### config.mk
export PLATFORM = sky130hd
export DESIGN_NAME = mux_rr_arbiter_flat
export DESIGN_NICKNAME = d
export VERILOG_FILES = /design/src/rtl/mux_rr_arbiter_pkg.sv /design/src/rtl/mux_rr_arbiter_if.sv /design/src/rtl/mux_rr_arbiter_rr_pick.sv /design/src/rtl/mux_rr_arbiter.sv /design/src/flat_wrapper.sv
export SDC_FILE = /design/constraint.sdc
export NUM_CORES = 1
export LEC_CHECK = 0
export CAP_MARGIN = 25
export CORE_AREA = 8 8 62 64
export CTS_BUF_LIST = sky130_fd_sc_hd__clkbuf_4
export DETAILED_ROUTE_END_ITERATION = 10
export DIE_AREA = 0 0 70 72
export PLACE_DENSITY = 0.91
export SYNTH_ARGS = -nofsm -noshare
export SYNTH_HDL_FRONTEND = slang
export SYNTH_HIERARCHICAL = 1
export SYNTH_SLANG_ARGS = --single-unit
export TNS_END_PERCENT = 5
### constraint.sdc
create_clock -name clk -period 4.93 [get_ports clk]
set_input_delay 1.479 -clock clk [delete_from_list [all_inputs] [get_ports clk]]
set_output_delay 1.479 -clock clk [all_outputs]
set_load 0.005 [all_outputs]
### src/rtl/mux_rr_arbiter_pkg.sv
// -----------------------------------------------------------------------------
// mux_rr_arbiter_pkg
// Shared definitions for the round-robin mux arbiter:
//   - state_t : FSM state encoding (ST_IDLE = 1'b0, ST_BUSY = 1'b1)
//   - DEF_N   : default number of requesters
//   - DEF_W   : default data width per requester
// No ports.
// -----------------------------------------------------------------------------
package mux_rr_arbiter_pkg;

   localparam int DEF_N = 4;
   localparam int DEF_W = 8;

   typedef enum logic {
      ST_IDLE = 1'b0,
      ST_BUSY = 1'b1
   } state_t;

endpackage

### src/rtl/mux_rr_arbiter_if.sv
// -----------------------------------------------------------------------------
// mux_rr_arbiter_if
// Bundles the requester side, the downstream side and the status/debug
// signals of the arbiter.
//   in_valid/in_data/in_last : N requesters, producer -> arbiter
//   in_ready                 : per-requester ready, arbiter -> producer
//   out_valid/out_data/out_last, out_ready : single downstream channel
//   grant, busy              : registered one-hot grant and burst-active flag
//   dbg_state/dbg_ptr/dbg_idx: FSM state and round-robin registers, read-only
// Handshake: a beat moves on a rising edge where valid and ready are both
// high; valid never waits for ready, and data/last are meaningful only while
// valid is high.
// Modports: slave = arbiter, master = producers/consumer/bench.
// -----------------------------------------------------------------------------
interface mux_rr_arbiter_if #(
   parameter int N    = 4,
   parameter int W    = 8,
   parameter int IDXW = 2
);
   import mux_rr_arbiter_pkg::*;

   logic [N-1:0]    in_valid;
   logic [N*W-1:0]  in_data;
   logic [N-1:0]    in_last;
   logic [N-1:0]    in_ready;
   logic            out_valid;
   logic [W-1:0]    out_data;
   logic            out_last;
   logic            out_ready;
   logic [N-1:0]    grant;
   logic            busy;
   state_t          dbg_state;
   logic [IDXW-1:0] dbg_ptr;
   logic [IDXW-1:0] dbg_idx;

   modport slave (
      input  in_valid, in_data, in_last, out_ready,
      output in_ready, out_valid, out_data, out_last, grant, busy,
             dbg_state, dbg_ptr, dbg_idx
   );

   modport master (
      output in_valid, in_data, in_last, out_ready,
      input  in_ready, out_valid, out_data, out_last, grant, busy,
             dbg_state, dbg_ptr, dbg_idx
   );

endinterface

### src/rtl/mux_rr_arbiter_rr_pick.sv
// -----------------------------------------------------------------------------
// rr_pick
// Combinational round-robin picker: finds the first set bit of req at or
// after ptr, searching upward modulo N.
//   req    [N]    : request vector
//   ptr    [IDXW] : search start position (must be < N)
//   found         : any request present
//   idx    [IDXW] : index of the selected request (0 when none)
//   onehot [N]    : one-hot form of idx (0 when none)
// -----------------------------------------------------------------------------
module rr_pick #(
   parameter int N    = 4,
   parameter int IDXW = 2
) (
   input  logic [N-1:0]    req,
   input  logic [IDXW-1:0] ptr,
   output logic            found,
   output logic [IDXW-1:0] idx,
   output logic [N-1:0]    onehot
);

   always_comb begin
      found  = 1'b0;
      idx    = '0;
      onehot = '0;
      // Walk N positions starting at ptr; the first hit wins.
      for (int k = 0; k < N; k++) begin
         if (!found && req[(int'(ptr) + k) % N]) begin
            found                            = 1'b1;
            idx                              = IDXW'((int'(ptr) + k) % N);
            onehot[(int'(ptr) + k) % N]      = 1'b1;
         end
      end
   end

endmodule

### src/rtl/mux_rr_arbiter.sv
// -----------------------------------------------------------------------------
// mux_rr_arbiter
// Round-robin arbiter driving the select of an N-to-1 mux. A requester is
// granted in IDLE and keeps the grant for a whole burst, which ends on the
// transferred beat that carries last. The grant is registered, so a new
// burst always starts one cycle after the request is seen.
//   clk   : rising-edge clock
//   rst_n : asynchronous active-low reset
//   bus   : mux_rr_arbiter_if.slave (requesters, downstream, grant/busy,
//           debug view of state/ptr/idx)
// -----------------------------------------------------------------------------
module mux_rr_arbiter
   import mux_rr_arbiter_pkg::*;
#(
   parameter int N    = DEF_N,
   parameter int W    = DEF_W,
   parameter int IDXW = (N > 1) ? $clog2(N) : 1
) (
   input  logic               clk,
   input  logic               rst_n,
   mux_rr_arbiter_if.slave    bus
);

   state_t          r_state,  w_state_nxt;
   logic [N-1:0]    r_grant,  w_grant_nxt;
   logic [IDXW-1:0] r_idx,    w_idx_nxt;
   logic [IDXW-1:0] r_ptr,    w_ptr_nxt;

   logic            w_found;
   logic [IDXW-1:0] w_pick_idx;
   logic [N-1:0]    w_pick_onehot;

   logic            w_out_valid;
   logic [W-1:0]    w_out_data;
   logic            w_out_last;
   logic [N-1:0]    w_in_ready;
   logic            w_xfer;

   rr_pick #(.N(N), .IDXW(IDXW)) u_pick (
      .req    (bus.in_valid),
      .ptr    (r_ptr),
      .found  (w_found),
      .idx    (w_pick_idx),
      .onehot (w_pick_onehot)
   );

   // Output mux: everything is gated by BUSY so IDLE (and reset) drive zeros.
   always_comb begin
      w_out_valid = 1'b0;
      w_out_data  = '0;
      w_out_last  = 1'b0;
      w_in_ready  = '0;
      if (r_state == ST_BUSY) begin
         w_out_valid       = bus.in_valid[r_idx];
         w_out_data        = bus.in_data[int'(r_idx)*W +: W];
         w_out_last        = bus.in_last[r_idx];
         w_in_ready[r_idx] = bus.out_ready;
      end
   end

   assign w_xfer = w_out_valid && bus.out_ready;

   // Next-state logic. ptr moves only when a burst closes, which is what
   // keeps the rotation fair regardless of burst length.
   always_comb begin
      w_state_nxt = r_state;
      w_grant_nxt = r_grant;
      w_idx_nxt   = r_idx;
      w_ptr_nxt   = r_ptr;
      case (r_state)
         ST_IDLE: begin
            if (w_found) begin
               w_state_nxt = ST_BUSY;
               w_grant_nxt = w_pick_onehot;
               w_idx_nxt   = w_pick_idx;
            end
         end
         ST_BUSY: begin
            if (w_xfer && w_out_last) begin
               w_state_nxt = ST_IDLE;
               w_grant_nxt = '0;
               w_ptr_nxt   = (r_idx == IDXW'(N - 1)) ? '0 : r_idx + IDXW'(1);
            end
         end
         default: begin
            w_state_nxt = ST_IDLE;
            w_grant_nxt = '0;
         end
      endcase
   end

   always_ff @(posedge clk or negedge rst_n) begin
      if (!rst_n) begin
         r_state <= ST_IDLE;
         r_grant <= '0;
         r_idx   <= '0;
         r_ptr   <= '0;
      end else begin
         r_state <= w_state_nxt;
         r_grant <= w_grant_nxt;
         r_idx   <= w_idx_nxt;
         r_ptr   <= w_ptr_nxt;
      end
   end

   assign bus.out_valid = w_out_valid;
   assign bus.out_data  = w_out_data;
   assign bus.out_last  = w_out_last;
   assign bus.in_ready  = w_in_ready;
   assign bus.grant     = r_grant;
   assign bus.busy      = (r_state == ST_BUSY);
   assign bus.dbg_state = r_state;
   assign bus.dbg_ptr   = r_ptr;
   assign bus.dbg_idx   = r_idx;

endmodule
### src/flat_wrapper.sv
// flat-port wrapper written by rule: the top's interface ports become plain ports
module mux_rr_arbiter_flat import mux_rr_arbiter_pkg::*;
#(
   parameter int N    = DEF_N,
   parameter int W    = DEF_W,
   parameter int IDXW = (N > 1) ? $clog2(N) : 1
)
  (clk, rst_n, bus_in_valid, bus_in_data, bus_in_last, bus_out_ready, bus_in_ready, bus_out_valid, bus_out_data, bus_out_last, bus_grant, bus_busy, bus_dbg_state, bus_dbg_ptr, bus_dbg_idx);
  mux_rr_arbiter_if #(.N(N), .W(W), .IDXW(IDXW)) bus_i ();
  input  logic clk;
  input  logic rst_n;
  input wire logic [$bits(bus_i.in_valid)-1:0] bus_in_valid;
  input wire logic [$bits(bus_i.in_data)-1:0] bus_in_data;
  input wire logic [$bits(bus_i.in_last)-1:0] bus_in_last;
  input wire logic [$bits(bus_i.out_ready)-1:0] bus_out_ready;
  output wire logic [$bits(bus_i.in_ready)-1:0] bus_in_ready;
  output wire logic [$bits(bus_i.out_valid)-1:0] bus_out_valid;
  output wire logic [$bits(bus_i.out_data)-1:0] bus_out_data;
  output wire logic [$bits(bus_i.out_last)-1:0] bus_out_last;
  output wire logic [$bits(bus_i.grant)-1:0] bus_grant;
  output wire logic [$bits(bus_i.busy)-1:0] bus_busy;
  output wire logic [$bits(bus_i.dbg_state)-1:0] bus_dbg_state;
  output wire logic [$bits(bus_i.dbg_ptr)-1:0] bus_dbg_ptr;
  output wire logic [$bits(bus_i.dbg_idx)-1:0] bus_dbg_idx;
  assign bus_i.in_valid = bus_in_valid;
  assign bus_i.in_data = bus_in_data;
  assign bus_i.in_last = bus_in_last;
  assign bus_i.out_ready = bus_out_ready;
  assign bus_in_ready = bus_i.in_ready;
  assign bus_out_valid = bus_i.out_valid;
  assign bus_out_data = bus_i.out_data;
  assign bus_out_last = bus_i.out_last;
  assign bus_grant = bus_i.grant;
  assign bus_busy = bus_i.busy;
  assign bus_dbg_state = bus_i.dbg_state;
  assign bus_dbg_ptr = bus_i.dbg_ptr;
  assign bus_dbg_idx = bus_i.dbg_idx;
  mux_rr_arbiter #(.N(N), .W(W), .IDXW(IDXW)) u_core (.clk(clk), .rst_n(rst_n), .bus(bus_i));
endmodule
---- After elaboration in Yosys (flattened, before gate mapping) ----
Index checks and enable logic that the tools add are counted.
word-level totals
  bits in registers ....................... 9
  input port bits ......................... 43
  output and inout port bits .............. 24
  word-level logic and storage cells ...... 97
cells by class
  add/sub/neg operators ................... 4
  magnitude comparators ................... 10
  equality and inequality tests ........... 3
  shifts and indexed selects .............. 1
  multiplexer cells ....................... 48
  bitwise operators ....................... 8
  reductions and logical operators ........ 19
operators by type and width
  operator               number
  $shiftx A32 B6 Y8      1
  $mux W4                7
  $mux W1                22
  $bmux W1 S2            6
  $lt A3 B4 Y1 const B   3
  $or A4 B4 Y4           3
  $demux W1 S2           5
  $logic_and A1 B1 Y1    10
  $mux W2                5
  $ge A3 B1 Y1 const B   3
  $mux W8                1
  $pmux W4 S2            1
  $lt A2 B3 Y1 const B   2
  $reduce_and A2 Y1      3
  $reduce_or A2 Y1       3
  $add A2 B1 Y2 const B  2
  $add A2 B2 Y2 const B  2
  $and A4 B4 Y4          1
  $ge A2 B1 Y1 const B   2
  $ne A2 B2 Y1 const B   2
  $and A1 B1 Y1 const A  3
  $logic_not A1 Y1       3
  $eq A2 B2 Y1 const B   1
  $pmux W1 S2            1
  $not A1 Y1             1

---- Logic depth before layout (Yosys ltp) ----
  word-level depth ........................ 16
  depth in mapped cells ................... 11
  gate-level depth less buffers ........... 8

---- Modules after synthesis ----
Netlist, hierarchy kept.
by module, submodules not included
  module          instances  cells an instance  area each (um^2)  seq. area each (um^2)
  mux_rr_arbiter  1          74                 778.2             225.2
  rr_pick         1          45                 421.7             0.0

---- Worst setup path after synthesis ----
No wires, ideal clock.
  path kind ............................... input port to output port
  start point ............................. input bus_in_last[3]
  end point ............................... output bus_out_last
  arrival ................................. 2.120 ns
  data required time ...................... 3.451 ns
  path slack .............................. 1.331 ns
  stages on the path ...................... 2
  path buffers ............................ 0
  cells stage by stage .................... mux4_2 and2_1
between the ends
  word-level cells in the longest chain between the ends .. 3
ends and longest elaborated chain
  element                        line                  RTL
  start: declaration             flat_wrapper.sv:14    input wire logic [$bits(bus_i.in_last)-1:0] bus_in_last;
  $bmux W1 S2                    mux_rr_arbiter.sv:56  w_out_last = bus.in_last[r_idx];
  $mux W1 (implied by the code)  mux_rr_arbiter.sv:56
  $mux W1                        mux_rr_arbiter.sv:53  if (r_state == ST_BUSY) begin
  end: declaration               flat_wrapper.sv:19    output wire logic [$bits(bus_i.out_last)-1:0] bus_out_last;
Every way passes these cells. The select of a mux whose other input is x is not followed.

---- Final worst setup path ----
  start point ............................. input bus_in_valid[3]
  end point ............................... output bus_out_valid
between the ends
  word-level cells in the longest chain between the ends .. 3
ends and longest elaborated chain
  element                        line                  RTL
  start: declaration             flat_wrapper.sv:12    input wire logic [$bits(bus_i.in_valid)-1:0] bus_in_valid;
  $bmux W1 S2                    mux_rr_arbiter.sv:54  w_out_valid = bus.in_valid[r_idx];
  $mux W1 (implied by the code)  mux_rr_arbiter.sv:54
  $mux W1                        mux_rr_arbiter.sv:53
  end: declaration               flat_wrapper.sv:17    output wire logic [$bits(bus_i.out_valid)-1:0] bus_out_valid;
Every way passes these cells. The select of a mux whose other input is x is not followed.

==> flow_summary.json <==
{
  "status": "complete, no violations",
  "path_common_cell": "clkdlybuf4s50_1",
  "place_area_sq_um": 1850,
  "clock_skew_ns": 0.00561,
  "die-width_um": 70,
  "post-route-util_pct": 64.7,
  "cp.arrival_ns": 3.03,
  "async_flop_share_pct": 100,
  "initial_utilization_pct": 41.3,
  "wirelength_mm": 3.95,
  "yosys.cell_types.count": 29,
  "start_kind": "input port",
  "grt_max_degree": 21,
  "clock_sinks": 9,
  "tightest_slew_ns": 0.754,
  "p_leak_nw": 0.740,
  "root_buffer": "clkbuf_4",
  "io_buffers": 66,
  "via_per_inst": 5.68,
  "p_sw_uw": 407,
  "fp-row-count": 20,
  "track_usage_pct": 15.0,
  "fin_crit_sh_pct": 91.4,
  "diodes": 0,
  "vias": 1215,
  "final_cell_area_sq_um": 1880,
  "clk_transition_reported_paths_ns": 0.06,
  "ys_ff_latch": 9,
  "required_ns": 3.45,
  "powerDensity_nw_per_um2": 523,
  "finalWeightedCongestion": 0.858,
  "p_int_uw": 574,
  "overflow": 0,
  "finalSetupViolations": 0,
  "cp-end-kind": "primary output",
  "cts_hold_buf": 0,
  "hold_violations": 0,
  "nets": 234,
  "drc": 0,
  "slew_viol_final": 0,
  "first_pass_iters": 5,
  "ctsResizeCount": 0,
  "rsz0062_at_grt": "false",
  "fin_crit_ns": 4.50,
  "hp-class": "register to register",
  "dp_hpwl_mm": 3.21,
  "drt-initial-drc-count": 70,
  "netSwitchingFraction_pct": 41.5,
  "clockBufferDepth": 2,
  "htreeDepth": 1,
  "max_freq_mhz": 222,
  "cts_buffers": 3,
  "postCtsSetupBuffers": 0,
  "path_cells": "clkdlybuf4s50_1, mux2i_1, nand2_1, and3_1, clkdlybuf4s50_1",
  "power_frac_comb_pct": 73.0,
  "synth_cells": 119,
  "final_common_cell": "clkdlybuf4s50_1",
  "mostFrequentLayoutCells": "clkdlybuf4s50_1, nand2_1, mux4_2, o21ai_0",
  "power.share.clock_pct": 6.3,
  "maxCapViolations": 0,
  "antenna_found_initial": 0,
  "pre_cts_ws_ns": 0.430,
  "seqPwrFrac_pct": 20.6,
  "vdd_drop_max_v": 0.000360,
  "synth_area_per_cell_sq_um": 10.1,
  "cts_tree": "yes",
  "dieArea_sq_um": 5040,
  "core-area_sq_um": 2900,
  "grt_pass1_wl_mm": 6.30,
  "synth_warnings": 6,
  "cp_slowest_stage_delay_ns": 0.50,
  "crit_type": "input port to primary output",
  "synth_area_sq_um": 1200,
  "slew_headroom_pct": 49.7,
  "clock_latency_ns": 0.26,
  "syn_nets": 171,
  "drive_gt1_share_pct": 11.6,
  "ant_nets": 0,
  "die_height_um": 72,
  "crit_fanout": 7,
  "synth_enable_flop_cells": 0,
  "fin_ws_ns": 0.425,
  "grt_pass1_vias": 1254,
  "syn2layout_area_growth_pct": 56.5,
  "wire_per_inst_um": 18.5,
  "ys_seq_area_share_pct": 18.8,
  "setup-tns-final_ns": 0,
  "critPathSlowestCell": "clkdlybuf4s50_1",
  "ys.flop_type": "dfrtp_1",
  "io_pins": 67
}
[worst max-delay path: cells and delay by family]
| family | cells | cell delay (ns) |
|---|---|---|
| multiplexers | 1 | 0.29 |
| buffers and inverters | 2 | 0.94 |
| AND/OR/NAND/NOR | 2 | 0.32 |
[sequential cells by signal, summed over array words and instances, names as in the netlist]
| signal | count |
|---|---|
| u_core/bus.dbg_ptr | 2 |
| u_core/bus.dbg_idx | 2 |
| u_core/bus.grant | 4 |
| u_core/bus.busy | 1 |
[power groups by stage]
stage / registers (mW) / clock network [mW] / logic [mW]
after detailed placement: 0.205 / 0 / 0.712
after global placement: 0.199 / 0 / 0.680
after CTS: 0.204 / 0.0647 / 0.715
after floorplan: 0.148 / 0 / 0.489
after global routing: 0.215 / 0.0670 / 0.777
final: 0.203 / 0.0620 / 0.717
[logic make-up after synthesis]
group,count (synthesis),synth area share (%)
DFF,9,18.8
AOI/OAI and AO/OA,24,13.7
muxes,20,31.8
adders and majority gates,9,9.38
and+or+nand+nor,44,20.3
buffers and inverters,13,6.05
[final cells by class]
cell class                 instances  area (sq um)
inverter                           5          18.8
fill                             226          1020
sequential                         9           225
multi-input combinational         97           902
clock buffer                       4          30.0
tap                               33          41.3
timing repair buffer              66           661
[metrics by stage]
step	total power, mW	std cells	hold WS, ns
floorplan	0.637	119	0.523
CTS	0.984	214	0.543
detailed placement	0.917	210	0.536
global placement	0.880	210	0.523
finish	0.982	214	0.556
global route	1.06	214	0.568
[final timing paths]
| check | start | end | slack (ns) | cells after the start |
|---|---|---|---|---|
| setup / recovery | bus_in_valid[3] | bus_out_valid | 0.43 | 5 |
| hold / removal | u_core/bus.grant[1] | u_core/bus.grant[1] | 0.56 | 2 |
| setup reg to reg | u_core/bus.dbg_ptr[0] | u_core/bus.grant[0] | 2.22 | 8 |
| hold reg to reg | u_core/bus.grant[1] | u_core/bus.grant[1] | 0.56 | 2 |
| max in group asynchronous | rst_n | u_core/bus.grant[0] | 3.12 | 1 |
| min in group asynchronous | rst_n | u_core/bus.grant[2] | 1.51 | 1 |
[metal layers]
metal  up-vias  routed length (um)  GRT usage, %  share of wire (%)
met2        72                1820          26.2                 46
met3         2                 363          5.18                9.2
met5         -                   0             0                  0
li1        568                   -             -                  -
met4         0                   2          2.68              0.051
met1       573                1760          17.6                 45
[cells in the mapped netlist (3+ instances only)]
cell type / count / area, sq um
nand2_1: 13 / 48.8
mux4_2: 11 / 248
o21ai_0: 11 / 55.1
and2_1: 9 / 56.3
dfrtp_1: 9 / 225
ha_1: 9 / 113
a22oi_1: 8 / 60.1
nor2_1: 6 / 22.5
and3_1: 5 / 31.3
inv_1: 5 / 18.8
mux2i_1: 4 / 40.0
clkbuf_1: 3 / 11.3
nand2b_1: 3 / 18.8
nor3_1: 3 / 15.0
No activity file was read; power rests on OpenSTA's default activity.
